[src/rtl/ok_core_bd_core_pkg.sv]
// Shared definitions for the host<->Braindrop bridge.
// - Horn routing tables: each valid leaf maps to a prefix-free route code
//   (0xxx, 10xxxx, 11xxxxx) and its length. The route code fills the top of
//   the 21-bit BD word and the payload fills the low bits.
// - Host word type encoding, the NOP words in each direction, register ids,
//   and the tag carried by upstream host words.
package bd_pkg;

  localparam int HORN_LEAVES = 34;

  localparam logic [6:0] HORN_ROUTE [0:33] = '{
    7'h00, 7'h01, 7'h02, 7'h03, 7'h04, 7'h05, 7'h06, 7'h07,
    7'h20, 7'h21, 7'h22, 7'h23, 7'h24, 7'h25, 7'h26, 7'h27,
    7'h28, 7'h29, 7'h2A, 7'h2B, 7'h2C, 7'h2D, 7'h2E, 7'h2F,
    7'h60, 7'h61, 7'h62, 7'h63, 7'h64, 7'h65, 7'h66, 7'h67,
    7'h68, 7'h69
  };

  localparam logic [4:0] HORN_LEN [0:33] = '{
    5'd4, 5'd4, 5'd4, 5'd4, 5'd4, 5'd4, 5'd4, 5'd4,
    5'd6, 5'd6, 5'd6, 5'd6, 5'd6, 5'd6, 5'd6, 5'd6,
    5'd6, 5'd6, 5'd6, 5'd6, 5'd6, 5'd6, 5'd6, 5'd6,
    5'd7, 5'd7, 5'd7, 5'd7, 5'd7, 5'd7, 5'd7, 5'd7,
    5'd7, 5'd7
  };

  typedef enum logic [1:0] {
    WT_BD   = 2'b00,
    WT_NOP  = 2'b01,
    WT_REG  = 2'b10,
    WT_CHAN = 2'b11
  } word_t;

  localparam logic [31:0] NOP_DN     = 32'hBF00_0001;
  localparam logic [31:0] NOP_UP     = 32'hBF00_0001;
  localparam logic [5:0]  REG_RESETS = 6'd31;
  localparam logic [5:0]  REG_ADC    = 6'd30;
  localparam logic [7:0]  US_TAG     = 8'hFF;

  // Downstream FIFO entry: the leaf is kept so encoding happens at the head.
  typedef struct packed {
    logic [5:0]  leaf;
    logic [19:0] payload;
  } ds_word_t;

  // Route code left-justified in 21 bits, payload truncated to the bits
  // the route leaves free.
  function automatic logic [20:0] horn_encode(logic [5:0] leaf, logic [19:0] payload);
    logic [4:0]  sh;
    logic [20:0] mask;
    logic [20:0] route;
    sh    = 5'd21 - HORN_LEN[leaf];
    mask  = (21'd1 << sh) - 21'd1;
    route = {14'd0, HORN_ROUTE[leaf]} << sh;
    return route | ({1'b0, payload} & mask);
  endfunction

endpackage

[src/rtl/ok_core_bd_core_if.sv]
// Handshake bundle between the bridge core and its neighbours.
// - pipe_in_*  : host downstream words (valid/ready)
// - pipe_out_* : host upstream words (data always presented, read consumes)
// - BD_out_*   : horn-encoded words to the chip (valid/ready)
// - BD_in_*    : words from the chip (valid is active low)
// slave = the core, master = host/chip side.
interface ok_core_bd_core_if;
  logic [31:0] pipe_in_data;
  logic        pipe_in_valid;
  logic        pipe_in_ready;
  logic [31:0] pipe_out_data;
  logic        pipe_out_read;
  logic [20:0] BD_out_data;
  logic        BD_out_valid;
  logic        BD_out_ready;
  logic [33:0] BD_in_data;
  logic        _BD_in_valid;
  logic        BD_in_ready;

  modport slave (
    input  pipe_in_data, pipe_in_valid, pipe_out_read, BD_out_ready, BD_in_data, _BD_in_valid,
    output pipe_in_ready, pipe_out_data, BD_out_data, BD_out_valid, BD_in_ready
  );

  modport master (
    output pipe_in_data, pipe_in_valid, pipe_out_read, BD_out_ready, BD_in_data, _BD_in_valid,
    input  pipe_in_ready, pipe_out_data, BD_out_data, BD_out_valid, BD_in_ready
  );
endinterface

[src/rtl/ok_core_bd_core_sync_fifo.sv]
// Single-clock FIFO with fall-through read data (rdata = current head).
// Ports: clk, rst_n (async low), push/wdata, pop/rdata, full, empty.
// Push while full is accepted only if a pop happens in the same cycle;
// pop while empty is ignored.
module sync_fifo #(
  parameter int WIDTH = 8,
  parameter int DEPTH = 16
) (
  input  logic             clk,
  input  logic             rst_n,
  input  logic             push,
  input  logic [WIDTH-1:0] wdata,
  input  logic             pop,
  output logic [WIDTH-1:0] rdata,
  output logic             full,
  output logic             empty
);
  localparam int AW = $clog2(DEPTH);
  localparam logic [AW:0] FULL_CNT = (AW+1)'(DEPTH);

  logic [WIDTH-1:0] mem [DEPTH];
  logic [AW-1:0]    wp, rp;
  logic [AW:0]      cnt;
  logic             do_push, do_pop;

  assign empty   = (cnt == '0);
  assign full    = (cnt == FULL_CNT);
  assign do_pop  = pop & ~empty;
  assign do_push = push & (~full | do_pop);
  assign rdata   = mem[rp];

  always_ff @(posedge clk)
    if (do_push) mem[wp] <= wdata;

  always_ff @(posedge clk or negedge rst_n) begin
    if (!rst_n) begin
      wp  <= '0;
      rp  <= '0;
      cnt <= '0;
    end else begin
      if (do_push) wp <= wp + AW'(1);
      if (do_pop)  rp <= rp + AW'(1);
      case ({do_push, do_pop})
        2'b10:   cnt <= cnt + (AW+1)'(1);
        2'b01:   cnt <= cnt - (AW+1)'(1);
        default: cnt <= cnt;
      endcase
    end
  end
endmodule

[src/rtl/ok_core_bd_core.sv]
// Host<->Braindrop bridge core.
// Downstream: host words are decoded into register writes (ids 30/31) or
// BD words (valid leaves only) that queue for horn encoding toward the chip.
// Upstream: 34-bit chip words queue and are serialized into two tagged
// 32-bit host words, low half first.
// Ports: clk, reset_n (async low), bus (handshakes, slave side),
//   BD_out_clk/BD_in_clk (forwarded clk), pReset/sReset (reg31[1:0]),
//   adc0/adc1 (reg30[1:0]), led {overflow sticky, ds nonempty, sReset, pReset}.
module ok_core_bd_core
  import bd_pkg::*;
#(
  parameter int DS_FIFO_DEPTH = 16,
  parameter int US_FIFO_DEPTH = 16,
  parameter int NUM_LEAVES    = HORN_LEAVES
) (
  input  logic                clk,
  input  logic                reset_n,
  ok_core_bd_core_if.slave    bus,
  output logic                BD_out_clk,
  output logic                BD_in_clk,
  output logic                pReset,
  output logic                sReset,
  output logic                adc0,
  output logic                adc1,
  output logic [3:0]          led
);
  localparam logic [5:0] LEAF_LIM = 6'(NUM_LEAVES);

  ds_word_t    ds_wdata, ds_rdata;
  logic        ds_push, ds_pop, ds_full, ds_empty;
  logic [33:0] us_rdata;
  logic        us_push, us_pop, us_full, us_empty;

  logic        in_en;      // holds pipe_in_ready low until the first clock out of reset
  logic        phase;      // 0: low half of head goes out next, 1: high half
  logic        ovf;
  logic [1:0]  r30, r31;

  word_t       wtype;
  logic [5:0]  id;
  logic        in_xfer, reg_wr, bd_in_vld;
  logic        unused_bits;

  assign BD_out_clk = clk;
  assign BD_in_clk  = clk;

  assign wtype   = word_t'(bus.pipe_in_data[31:30]);
  assign id      = bus.pipe_in_data[29:24];
  assign in_xfer = bus.pipe_in_valid & bus.pipe_in_ready;
  assign reg_wr  = in_xfer && (wtype == WT_REG) && (bus.pipe_in_data != NOP_DN);

  // Every word type stalls on a full FIFO, not just BD words.
  assign bus.pipe_in_ready = in_en & ~ds_full;

  assign ds_push  = in_xfer && (wtype == WT_BD) && (id < LEAF_LIM);
  assign ds_wdata = '{leaf: id, payload: bus.pipe_in_data[19:0]};

  // Valid is masked by pReset without popping, so queued words survive a chip reset.
  assign bus.BD_out_valid = ~ds_empty & ~pReset;
  assign bus.BD_out_data  = horn_encode(ds_rdata.leaf, ds_rdata.payload);
  assign ds_pop           = bus.BD_out_valid & bus.BD_out_ready;

  assign bd_in_vld       = ~bus._BD_in_valid;
  assign bus.BD_in_ready = ~us_full & ~pReset;
  assign us_push         = bd_in_vld & bus.BD_in_ready;
  assign us_pop          = bus.pipe_out_read & ~us_empty & phase;

  always_comb begin
    bus.pipe_out_data = NOP_UP;
    if (!us_empty)
      bus.pipe_out_data = phase ? {US_TAG, 14'd0, us_rdata[33:24]}
                                : {US_TAG, us_rdata[23:0]};
  end

  assign pReset = r31[0];
  assign sReset = r31[1];
  assign adc0   = r30[0];
  assign adc1   = r30[1];
  assign led    = {ovf, ~ds_empty, sReset, pReset};

  assign unused_bits = ^bus.pipe_in_data[23:20];

  always_ff @(posedge clk or negedge reset_n) begin
    if (!reset_n) begin
      in_en <= 1'b0;
      r30   <= 2'b00;
      r31   <= 2'b11;
      phase <= 1'b0;
      ovf   <= 1'b0;
    end else begin
      in_en <= 1'b1;
      if (reg_wr && id == REG_RESETS) r31 <= bus.pipe_in_data[1:0];
      if (reg_wr && id == REG_ADC)    r30 <= bus.pipe_in_data[1:0];
      // Phase is only advanced by real reads, so it carries across host blocks.
      if (bus.pipe_out_read && !us_empty) phase <= ~phase;
      if (bd_in_vld && us_full && !pReset) ovf <= 1'b1;
    end
  end

  sync_fifo #(.WIDTH($bits(ds_word_t)), .DEPTH(DS_FIFO_DEPTH)) u_ds_fifo (
    .clk   (clk),
    .rst_n (reset_n),
    .push  (ds_push),
    .wdata (ds_wdata),
    .pop   (ds_pop),
    .rdata (ds_rdata),
    .full  (ds_full),
    .empty (ds_empty)
  );

  sync_fifo #(.WIDTH(34), .DEPTH(US_FIFO_DEPTH)) u_us_fifo (
    .clk   (clk),
    .rst_n (reset_n),
    .push  (us_push),
    .wdata (bus.BD_in_data),
    .pop   (us_pop),
    .rdata (us_rdata),
    .full  (us_full),
    .empty (us_empty)
  );
endmodule

[src/flat_wrapper.sv]
// flat-port wrapper written by rule: the top's interface ports become plain ports
module ok_core_bd_core_flat import bd_pkg::*;
#(
  parameter int DS_FIFO_DEPTH = 16,
  parameter int US_FIFO_DEPTH = 16,
  parameter int NUM_LEAVES    = HORN_LEAVES
)
  (clk, reset_n, BD_out_clk, BD_in_clk, pReset, sReset, adc0, adc1, led, bus_pipe_in_data, bus_pipe_in_valid, bus_pipe_out_read, bus_BD_out_ready, bus_BD_in_data, bus__BD_in_valid, bus_pipe_in_ready, bus_pipe_out_data, bus_BD_out_data, bus_BD_out_valid, bus_BD_in_ready);
  ok_core_bd_core_if bus_i ();
  input  logic clk;
  input  logic reset_n;
  output logic BD_out_clk;
  output logic BD_in_clk;
  output logic pReset;
  output logic sReset;
  output logic adc0;
  output logic adc1;
  output logic [3:0] led;
  input wire logic [$bits(bus_i.pipe_in_data)-1:0] bus_pipe_in_data;
  input wire logic [$bits(bus_i.pipe_in_valid)-1:0] bus_pipe_in_valid;
  input wire logic [$bits(bus_i.pipe_out_read)-1:0] bus_pipe_out_read;
  input wire logic [$bits(bus_i.BD_out_ready)-1:0] bus_BD_out_ready;
  input wire logic [$bits(bus_i.BD_in_data)-1:0] bus_BD_in_data;
  input wire logic [$bits(bus_i._BD_in_valid)-1:0] bus__BD_in_valid;
  output wire logic [$bits(bus_i.pipe_in_ready)-1:0] bus_pipe_in_ready;
  output wire logic [$bits(bus_i.pipe_out_data)-1:0] bus_pipe_out_data;
  output wire logic [$bits(bus_i.BD_out_data)-1:0] bus_BD_out_data;
  output wire logic [$bits(bus_i.BD_out_valid)-1:0] bus_BD_out_valid;
  output wire logic [$bits(bus_i.BD_in_ready)-1:0] bus_BD_in_ready;
  assign bus_i.pipe_in_data = bus_pipe_in_data;
  assign bus_i.pipe_in_valid = bus_pipe_in_valid;
  assign bus_i.pipe_out_read = bus_pipe_out_read;
  assign bus_i.BD_out_ready = bus_BD_out_ready;
  assign bus_i.BD_in_data = bus_BD_in_data;
  assign bus_i._BD_in_valid = bus__BD_in_valid;
  assign bus_pipe_in_ready = bus_i.pipe_in_ready;
  assign bus_pipe_out_data = bus_i.pipe_out_data;
  assign bus_BD_out_data = bus_i.BD_out_data;
  assign bus_BD_out_valid = bus_i.BD_out_valid;
  assign bus_BD_in_ready = bus_i.BD_in_ready;
  ok_core_bd_core #(.DS_FIFO_DEPTH(DS_FIFO_DEPTH), .US_FIFO_DEPTH(US_FIFO_DEPTH), .NUM_LEAVES(NUM_LEAVES)) u_core (.clk(clk), .reset_n(reset_n), .bus(bus_i), .BD_out_clk(BD_out_clk), .BD_in_clk(BD_in_clk), .pReset(pReset), .sReset(sReset), .adc0(adc0), .adc1(adc1), .led(led));
endmodule
[config.mk]
export PLATFORM = sky130hd
export DESIGN_NAME = ok_core_bd_core_flat
export DESIGN_NICKNAME = d
export VERILOG_FILES = /design/src/rtl/ok_core_bd_core_pkg.sv /design/src/rtl/ok_core_bd_core_if.sv /design/src/rtl/ok_core_bd_core_sync_fifo.sv /design/src/rtl/ok_core_bd_core.sv /design/src/flat_wrapper.sv
export SDC_FILE = /design/constraint.sdc
export NUM_CORES = 1
export LEC_CHECK = 0
export ABC_CLOCK_PERIOD_IN_PS = 4000
export BUFFER_PORTS_ARGS = -buffer_cell sky130_fd_sc_hd__buf_2
export CAP_MARGIN = 5
export CELL_PAD_IN_SITES_DETAIL_PLACEMENT = 1
export CELL_PAD_IN_SITES_GLOBAL_PLACEMENT = 2
export CORE_MARGIN = 2
export CORE_UTILIZATION = 35
export CTS_BUF_LIST = sky130_fd_sc_hd__clkbuf_8
export CTS_CLUSTER_DIAMETER = 150
export DETAILED_ROUTE_END_ITERATION = 10
export PLACE_DENSITY = 0.63
export SYNTH_ARGS = -nofsm -noshare
export SYNTH_HDL_FRONTEND = slang
export SYNTH_SLANG_ARGS = --single-unit
[constraint.sdc]
create_clock -name clk -period 4 [get_ports clk]
set_input_delay 0.2 -clock clk [delete_from_list [all_inputs] [get_ports clk]]
set_output_delay 0.2 -clock clk [all_outputs]
set_load 0.01 [all_outputs]
Yosys cells after proc, flatten, opt, wreduce, memory -nomap -nowiden --
Memories as Yosys holds them, arrays and structs flattened. Cells that the tools add are included.
Operators by class: add/subtract/negate cells 10, magnitude comparators 2, equality and inequality tests 10, shift-type cells 2, multiplexer cells 12, bitwise gates (word level) 24, reductions and logical operators 16
Operators by type and width (count):
- 2-to-1 mux 32 bit | 1
- != test 32 bit (second input constant) | 1
- 2-to-1 mux 24 bit | 1
- AND 20 x 21 -> 21 bit | 1
- bitwise OR 21 bit | 1
- left shift 1 x 5 -> 21 bit (first input constant) | 1
- left shift 7 x 5 -> 21 bit | 1
- subtractor 21 x 1 -> 21 bit (second input constant) | 1
- one-hot mux 5 bit (2 select lines) | 2
- adder 4 x 1 -> 4 bit (second input constant) | 4
- 2-to-1 mux 7 bit | 2
- AND 1 bit | 12
- == test 6 x 5 -> 1 bit (second input constant) | 2
- adder 5 x 1 -> 5 bit (second input constant) | 2
- == test 5 bit (second input constant) | 2
- logical NOT 5 bit | 2
- 2-to-1 mux 5 bit | 2
- subtractor 5 x 1 -> 5 bit (second input constant) | 2
- logical AND 1 bit | 9
- >= comparator 7 bit (second input constant) | 1
- NOT 1 bit | 7
- NOT 6 -> 7 bit | 1
- == test 2 bit (second input constant) | 3
- less-than comparator 6 bit (second input constant) | 1
- other kinds (7) | 14
Storage, ports and cells: register bits after elaboration 33, RAM bits 960, bits in read-only memories 768, input port bits 72, output and inout port bits 66, logic and storage cells 91, memories kept 4
Memory list:
- u_core.u_us_fifo.mem | depth 16, width 34, rd ports 1, clocked after Yosys merged registers in 0, write ports 1, RTL line ok_core_bd_core_sync_fifo.sv:21 | logic [WIDTH-1:0] mem [DEPTH];
- (no name shown) | depth 64, width 7, rd ports 1, clocked after Yosys merged registers in 0, write ports 0, RTL line ok_core_bd_core_pkg.sv:54 | route = {14'd0, HORN_ROUTE[leaf]} << sh;
- u_core.u_ds_fifo.mem | depth 16, width 26, rd ports 1, clocked after Yosys merged registers in 0, write ports 1, RTL line ok_core_bd_core_sync_fifo.sv:21
- (no name shown) | depth 64, width 5, rd ports 1, clocked after Yosys merged registers in 0, write ports 0, RTL line ok_core_bd_core_pkg.sv:52 | sh = 5'd21 - HORN_LEN[leaf];

Depth between registers and ports, before layout --
Gate-level depths: netlist (run 1). An unclocked memory read counts as a cell.
depth in word-level cells 10, mapped depth 12, mapped depth without buffers 12

Modules after synthesis --
Synthesis (run 1) repeated with hierarchy kept, for this count alone.
Second synthesis, totals: cells, all modules 1741, area total of the unflattened synthesis 38917.3 µm²
By module, submodules not included:
- sync_fifo (u_core.u_us_fifo) | times used 1, cells each 873, area an instance 21523.1 µm², seq. area each 16661.0 µm²
- sync_fifo (u_core.u_ds_fifo) | times used 1, cells each 751, area an instance 16497.1 µm², seq. area each 12817.3 µm²
- ok_core_bd_core | times used 1, cells each 117, area an instance 897.1 µm², seq. area each 177.7 µm²

==> run metrics, run 1 <==
status finished clean; FF-to-FF path depth 12; Fin. Hold Viols 0; period utilization roughly 90%; final setup violation count 0; worst hold path depth 6; largest area contributor in the netlist edfxtp_1; most used routing layer met2; WP data required between 3 and 4 ns; Post-Route WL roughly 88000 um; met2 usage slightly below 30%; dominant synthesized flop cell edfxtp_1; Slew HR 43.9%; DR iter-0 viols between 1000 and 1500; FP Rows around 120; Period minus WS final about 3.7 ns; vias in the first global route roughly 19000; Initial Utilization a little over a third; layout cells sized above 1 33.4%; Mapped Avg Cell Area between 20 and 25 um2; per-cell routed wire length 25.7 um; IO Count between 100 and 150; post-synthesis sequential element count around 950; post-place instance area 39500 um2; number of antenna violations at the first check in global routing 5; Clock Latency Late Sink approximately 0.93 ns; WS Path Type flop to output port; HP Class input port to flop; Overall Power 0.0287 W; clock-pin slew on the worst setup and hold paths roughly 0.060 ns; die height approximately 330 um; Peak VDD IR 0.000377 V; largest net degree at the start of global routing between 40 and 50; GRT Overall Usage between 10% and 20%; synthesis warning total 0; EDFF count, synth between 900 and 1000; post-route ant nets 0; Placeable Area roughly 100000 um2; Max Freq around 270 MHz; routability congestion estimate approximately 0.70; routing usage on met3 3.47%; RSZ-0062 raised after global routing false; TNS Setup 0 ns; Final nets ~2000; GRT overflow 0; Die Area 108000 um2; Die Wd 329 um; I/O Buffers 123; commonest non-fill, non-tap cell in the layout edfxtp_1; pwr/cell area around 670 nW/um2; Synth Cell Area approximately 37000 um2; max-slew violation count 0; Critical Path End Type output port; critical path fanouts, max 42; Post-Syn Instances roughly 1600; Via density around 5.0; measured slew at the worst slew-check pin 0.842 ns; most frequent cells in the layout 912 x edfxtp_1, 237 x mux4_2, 166 x clkbuf_8; area share of the leading cell type in the synthesized netlist 74.3%; Area growth syn-to-layout 17.1%; DRC viols 0; GR Util met1 between 20% and 30%; asr flop ratio synth under 10%; DR vias approximately 17000; post-DP HPWL between 40000 and 50000 um; CTS tree yes; finished layout cell area 43200 um2; sequential share of the synthesized area around 77%; Setup crit start kind flop; Leak ~14 nW; worst path arrival time 3.46 ns; Netlist cell types 51; TritonRoute pass-1 iters 5; Clock Skews approximately 0.054 ns; slowest stage cell on the critical path dfrtp_4; critical path cell sequence buf_12 -> mux4_2 -> mux2_2 -> o21ai_0 -> o211ai_1 -> buf_2; max_cap viols 0; first-pass GRT wire length 129000 um; Slowest Stage Delay on Critical Path between 0.6 and 0.7 ns; Synth area leaders edfxtp_1 74%, mux4_2 14%, mux4_1 2.9%, dfrtp_1 2.1%, ha_1 0.61%
==> final timing paths <==
path | slack (ns) | from | to
worst min-delay path | 0.08 | bus_pipe_in_data[30] | u_core.u_ds_fifo.wp[2]
worst max register to register | 0.69 | u_core.u_ds_fifo.cnt[1] | u_core.u_ds_fifo.cnt[4]
worst max-delay path | 0.34 | u_core.u_us_fifo.rp[0] | bus_pipe_out_data[0]
worst min register to register | 0.45 | u_core.ovf | u_core.ovf
min in group asynchronous | 0.50 | reset_n | u_core.r31[1]
max in group asynchronous | 3.23 | reset_n | u_core.u_us_fifo.rp[0]
==> worst max-delay path: cells and delay by family, from the launching register on <==
| kind | cells | cell delay, ns |
|---|---|---|
| multiplexers | 2 | 0.83 |
| flip-flops | 1 | 0.66 |
| buffers and inverters | 2 | 0.63 |
| AO/OA/AOI/OAI | 2 | 0.43 |
==> sequential cells by signal, summed over array words and instances, names as in the netlist <==
signal,cells
u_core.u_us_fifo.mem,544
u_core.u_ds_fifo.mem,368
u_core.u_ds_fifo.cnt,5
u_core.u_us_fifo.cnt,5
u_core.u_ds_fifo.rp,4
u_core.u_ds_fifo.wp,4
u_core.u_us_fifo.rp,4
u_core.u_us_fifo.wp,4
u_core.r30,2
u_core.r31,2
u_core.in_en,1
u_core.ovf,1
u_core.phase,1
==> area by class of cell <==
cell class                 count  area (um2)
fill                        9879       61700
sequential                   945       28200
multi-input combinational    519        8160
clock buffer                 168        2290
timing repair buffer         261        1930
tap                         1391        1740
clock inverter               119         697
inverter                      26        97.6
antenna                        2        5.00
==> power breakdown <==
part / internal [W] / switching (W) / leakage (nW)
registers: 0.0116 / 0.000747 / 8.61
logic: 0.00409 / 0.00413 / 3.88
clock network: 0.00417 / 0.00399 / 1.77
==> cell usage after synthesis (2+ instances only) <==
cell,count
dlygate4sd1_1,2
ha_1,18
clkbuf_1,27
o22ai_1,2
nand2_1,35
nand3_1,9
buf_4,13
xor2_1,7
a21o_1,3
mux2i_1,6
nand4_1,5
nor2_1,30
nor2b_1,18
o21ai_1,9
mux2_2,8
buf_2,25
and2_1,2
o21ai_0,13
dlymetal6s2s_1,2
buf_12,5
buf_6,8
mux4_1,41
inv_1,26
a22oi_1,10
dfstp_2,2
nor3_1,12
mux4_2,237
nand2b_1,6
or4_1,2
dfrtp_1,31
a21oi_1,4
edfxtp_1,912
buf_1,8
nor4_1,2
and3_1,3
fa_1,2
o21a_1,2
xnor2_1,14
==> metal layers <==
layer / up-vias / part of all wire (%)
met2: 410 / 52
met4: 4 / 3.0
met3: 151 / 4.4
met1: 9210 / 41
met5: - / 0.027
li1: 7369 / -
==> through the flow <==
stage               utilization [%]  hold WS [ns]  instances  worst slack, ns
global placement               37.7         0.301       3077            0.571
CTS                            41.2        0.0214       3428          0.00639
detailed placement             37.7         0.301       3077            0.544
finish                         41.2        0.0796       3431            0.338
floorplan                         -       -0.0956       1581            0.536
global route                   41.2         0.104       3430            0.137
==> cells by family after synthesis <==
kind of cell | Yosys count | synth area share, %
compound gates | 48 | 0.811
xor+xnor | 21 | 0.499
fa+ha+maj | 20 | 0.720
buf+inv | 117 | 1.90
flops | 945 | 76.5
mux | 292 | 17.8
other cells | 1 | 0.0102
simple gates | 130 | 1.72
==> timing repair <==
| item | 4_1_cts | 5_1_grt |
|---|---|---|
| gates cloned | 0 | 0 |
| hold buffers | 65 | 0 |
| hold endpoints to repair | 990 | 0 |
| gates resized for setup | 1 | 0 |
| endpoints found under the setup margin | 2 | 3 |
| setup buffers | 1 | 1 |
No activity file was read; power rests on OpenSTA's default activity.
==> inputs of run 2 (changes only) <==
--- a/config.mk
+++ b/config.mk
@@ -11,11 +11,12 @@
 export CELL_PAD_IN_SITES_DETAIL_PLACEMENT = 1
 export CELL_PAD_IN_SITES_GLOBAL_PLACEMENT = 2
 export CORE_MARGIN = 2
-export CORE_UTILIZATION = 35
+export CORE_UTILIZATION = 47
 export CTS_BUF_LIST = sky130_fd_sc_hd__clkbuf_8
 export CTS_CLUSTER_DIAMETER = 150
 export DETAILED_ROUTE_END_ITERATION = 10
-export PLACE_DENSITY = 0.63
+export PLACE_DENSITY = 0.81
 export SYNTH_ARGS = -nofsm -noshare
 export SYNTH_HDL_FRONTEND = slang
+export SYNTH_HIERARCHICAL = 1
 export SYNTH_SLANG_ARGS = --single-unit
==> run 2 against run 1 <==
  * Maximum frequency decreased by 6.1%
  * Sequential cell count unchanged
  * Largest power group unchanged
  * Via count is 6.5% higher
  * Critical endpoint unchanged
  * Utilization is 14 points higher
  * Critical path depth is 1 lower
  * Synthesized cell count increased by 6.2%
  * Global-route usage rose by 5.5 points
==> run metrics, run 2 <==
max_cap viols 0; most frequent cells in the layout 912 x edfxtp_1, 235 x mux4_2, 161 x clkbuf_8; Slew HR about a quarter; RSZ-0062 raised after global routing false; Post-Syn Instances approximately 1700; vias in the first global route between 20000 and 25000; WP data required between 3 and 4 ns; Max Freq between 200 and 300 MHz; biggest regs u_core/u_us_fifo/mem: 544 flops, u_core/u_ds_fifo/mem: 368 flops; IO Count about 140; final setup violation count 0; GRT Overall Usage between 20 and 25%; DRC viols 0; CTS tree yes; I/O Buffers ~120; Setup crit start kind flop; Placeable Area 78600 um2; WS Path Type flop to output port; Final nets between 2000 and 2500; Fin. Hold Viols 0; FP Rows ~100; first-pass GRT wire length about 130000 um; Peak VDD IR 0.000392 V; post-route ant nets 0; Post-Route WL 87800 um; Mapped Avg Cell Area approximately 22 um2; TritonRoute pass-1 iters 5; HP Class input port to flop; measured slew at the worst slew-check pin between 1 and 1.5 ns; Overall Power roughly 0.029 W; worst path arrival time 3.70 ns; Die Wd roughly 290 um; largest net degree at the start of global routing 64; status finished clean; die height roughly 290 um; Area growth syn-to-layout 15.9%; routability congestion estimate roughly 0.72; Clock Latency Late Sink just over 0.9 ns; period utilization ~97%; post-DP HPWL ~48000 um; Period minus WS final around 3.9 ns; finished layout cell area about 43000 um2; Leak about 14 nW; per-cell routed wire length approximately 28 um; Via density roughly 5.8; post-place instance area slightly below 40000 um2; Synth Cell Area around 37000 um2; Initial Utilization approximately 47%; register with the most flip-flops u_core/u_us_fifo/mem; synthesis warning total 6; Critical Path End Type output port; Clock Skews around 0.037 ns; GRT overflow 0; TNS Setup 0 ns; number of antenna violations at the first check in global routing 4; layout cells sized above 1 between 30% and 40%; DR iter-0 viols roughly 1500; max-slew violation count 0; Die Area just over 80000 um2; critical path fanouts, max 14; DR vias 18300; pwr/cell area 683 nW/um2; clock-pin slew on the worst setup and hold paths 0.06 ns; commonest non-fill, non-tap cell in the layout edfxtp_1; Largest register FFs 544
-- run 2: stage by stage --
step                      setup slack, ns  cells  hold slack (ns)  utilization [%]
after floorplan                     0.217   1679          -0.0956                -
after global placement              0.462   2799            0.301             49.9
after detailed placement            0.375   2799            0.301             49.9
after global routing               0.0523   3156            0.120             54.8
after CTS                          0.0283   3152           0.0700             54.7
final                               0.102   3156            0.116             54.8
-- run 2: area by class of cell --
class | count | area [um2]
fill | 6872 | 35500
sequential | 945 | 28200
multi-input combinational | 602 | 8470
clock buffer | 163 | 2230
timing repair buffer | 255 | 1920
tap | 1050 | 1310
clock inverter | 124 | 840
inverter | 15 | 56.3
antenna | 2 | 5.00
-- run 2: power breakdown --
part | internal, W | switching [W]
combinational | 0.00418 | 0.00454
clock | 0.00439 | 0.00394
sequential | 0.0116 | 0.000742
total | 0.0202 | 0.00923
-- run 2: critical path, cell delays in order, from the launching register on --
cell     delay [ns]
dfrtp_4        0.70
mux4_1         0.63
mux4_2         0.54
mux2i_1        0.50
nand2_1        0.20
buf_2          0.19
-- run 2: metal layers --
metal / global-route usage [%] / up-vias / part of all wire, %
met2: 37.9 / 652 / 52
li1: - / 7633 / -
met3: 4.64 / 200 / 5.5
met1: 27.6 / 9776 / 39
met5: 0 / - / 0.028
met4: 9.33 / 4 / 3.3
-- run 2: worst paths after layout --
check	start	to	slack (ns)	depth (start not counted)
worst min register to register	u_core/ovf	u_core/ovf	0.46	1
min in group asynchronous	reset_n	u_core/r31[1]	0.37	3
worst max register to register	u_core/u_us_fifo/cnt[1]	u_core/u_us_fifo/mem[3][0]	0.33	9
max in group asynchronous	reset_n	u_core/u_us_fifo/rp[1]	3.38	4
worst min-delay path	bus_pipe_out_read	u_core/phase	0.12	4
worst max-delay path	u_core/u_us_fifo/rp[0]	bus_pipe_out_data[0]	0.10	5
-- run 2: what timing repair did --
action,CTS,global route
gates cloned,0,0
gates resized for setup,1,0
hold endpoints to repair,965,0
hold buffers,67,0
setup buffers,1,2
setup endpoints to repair,8,4
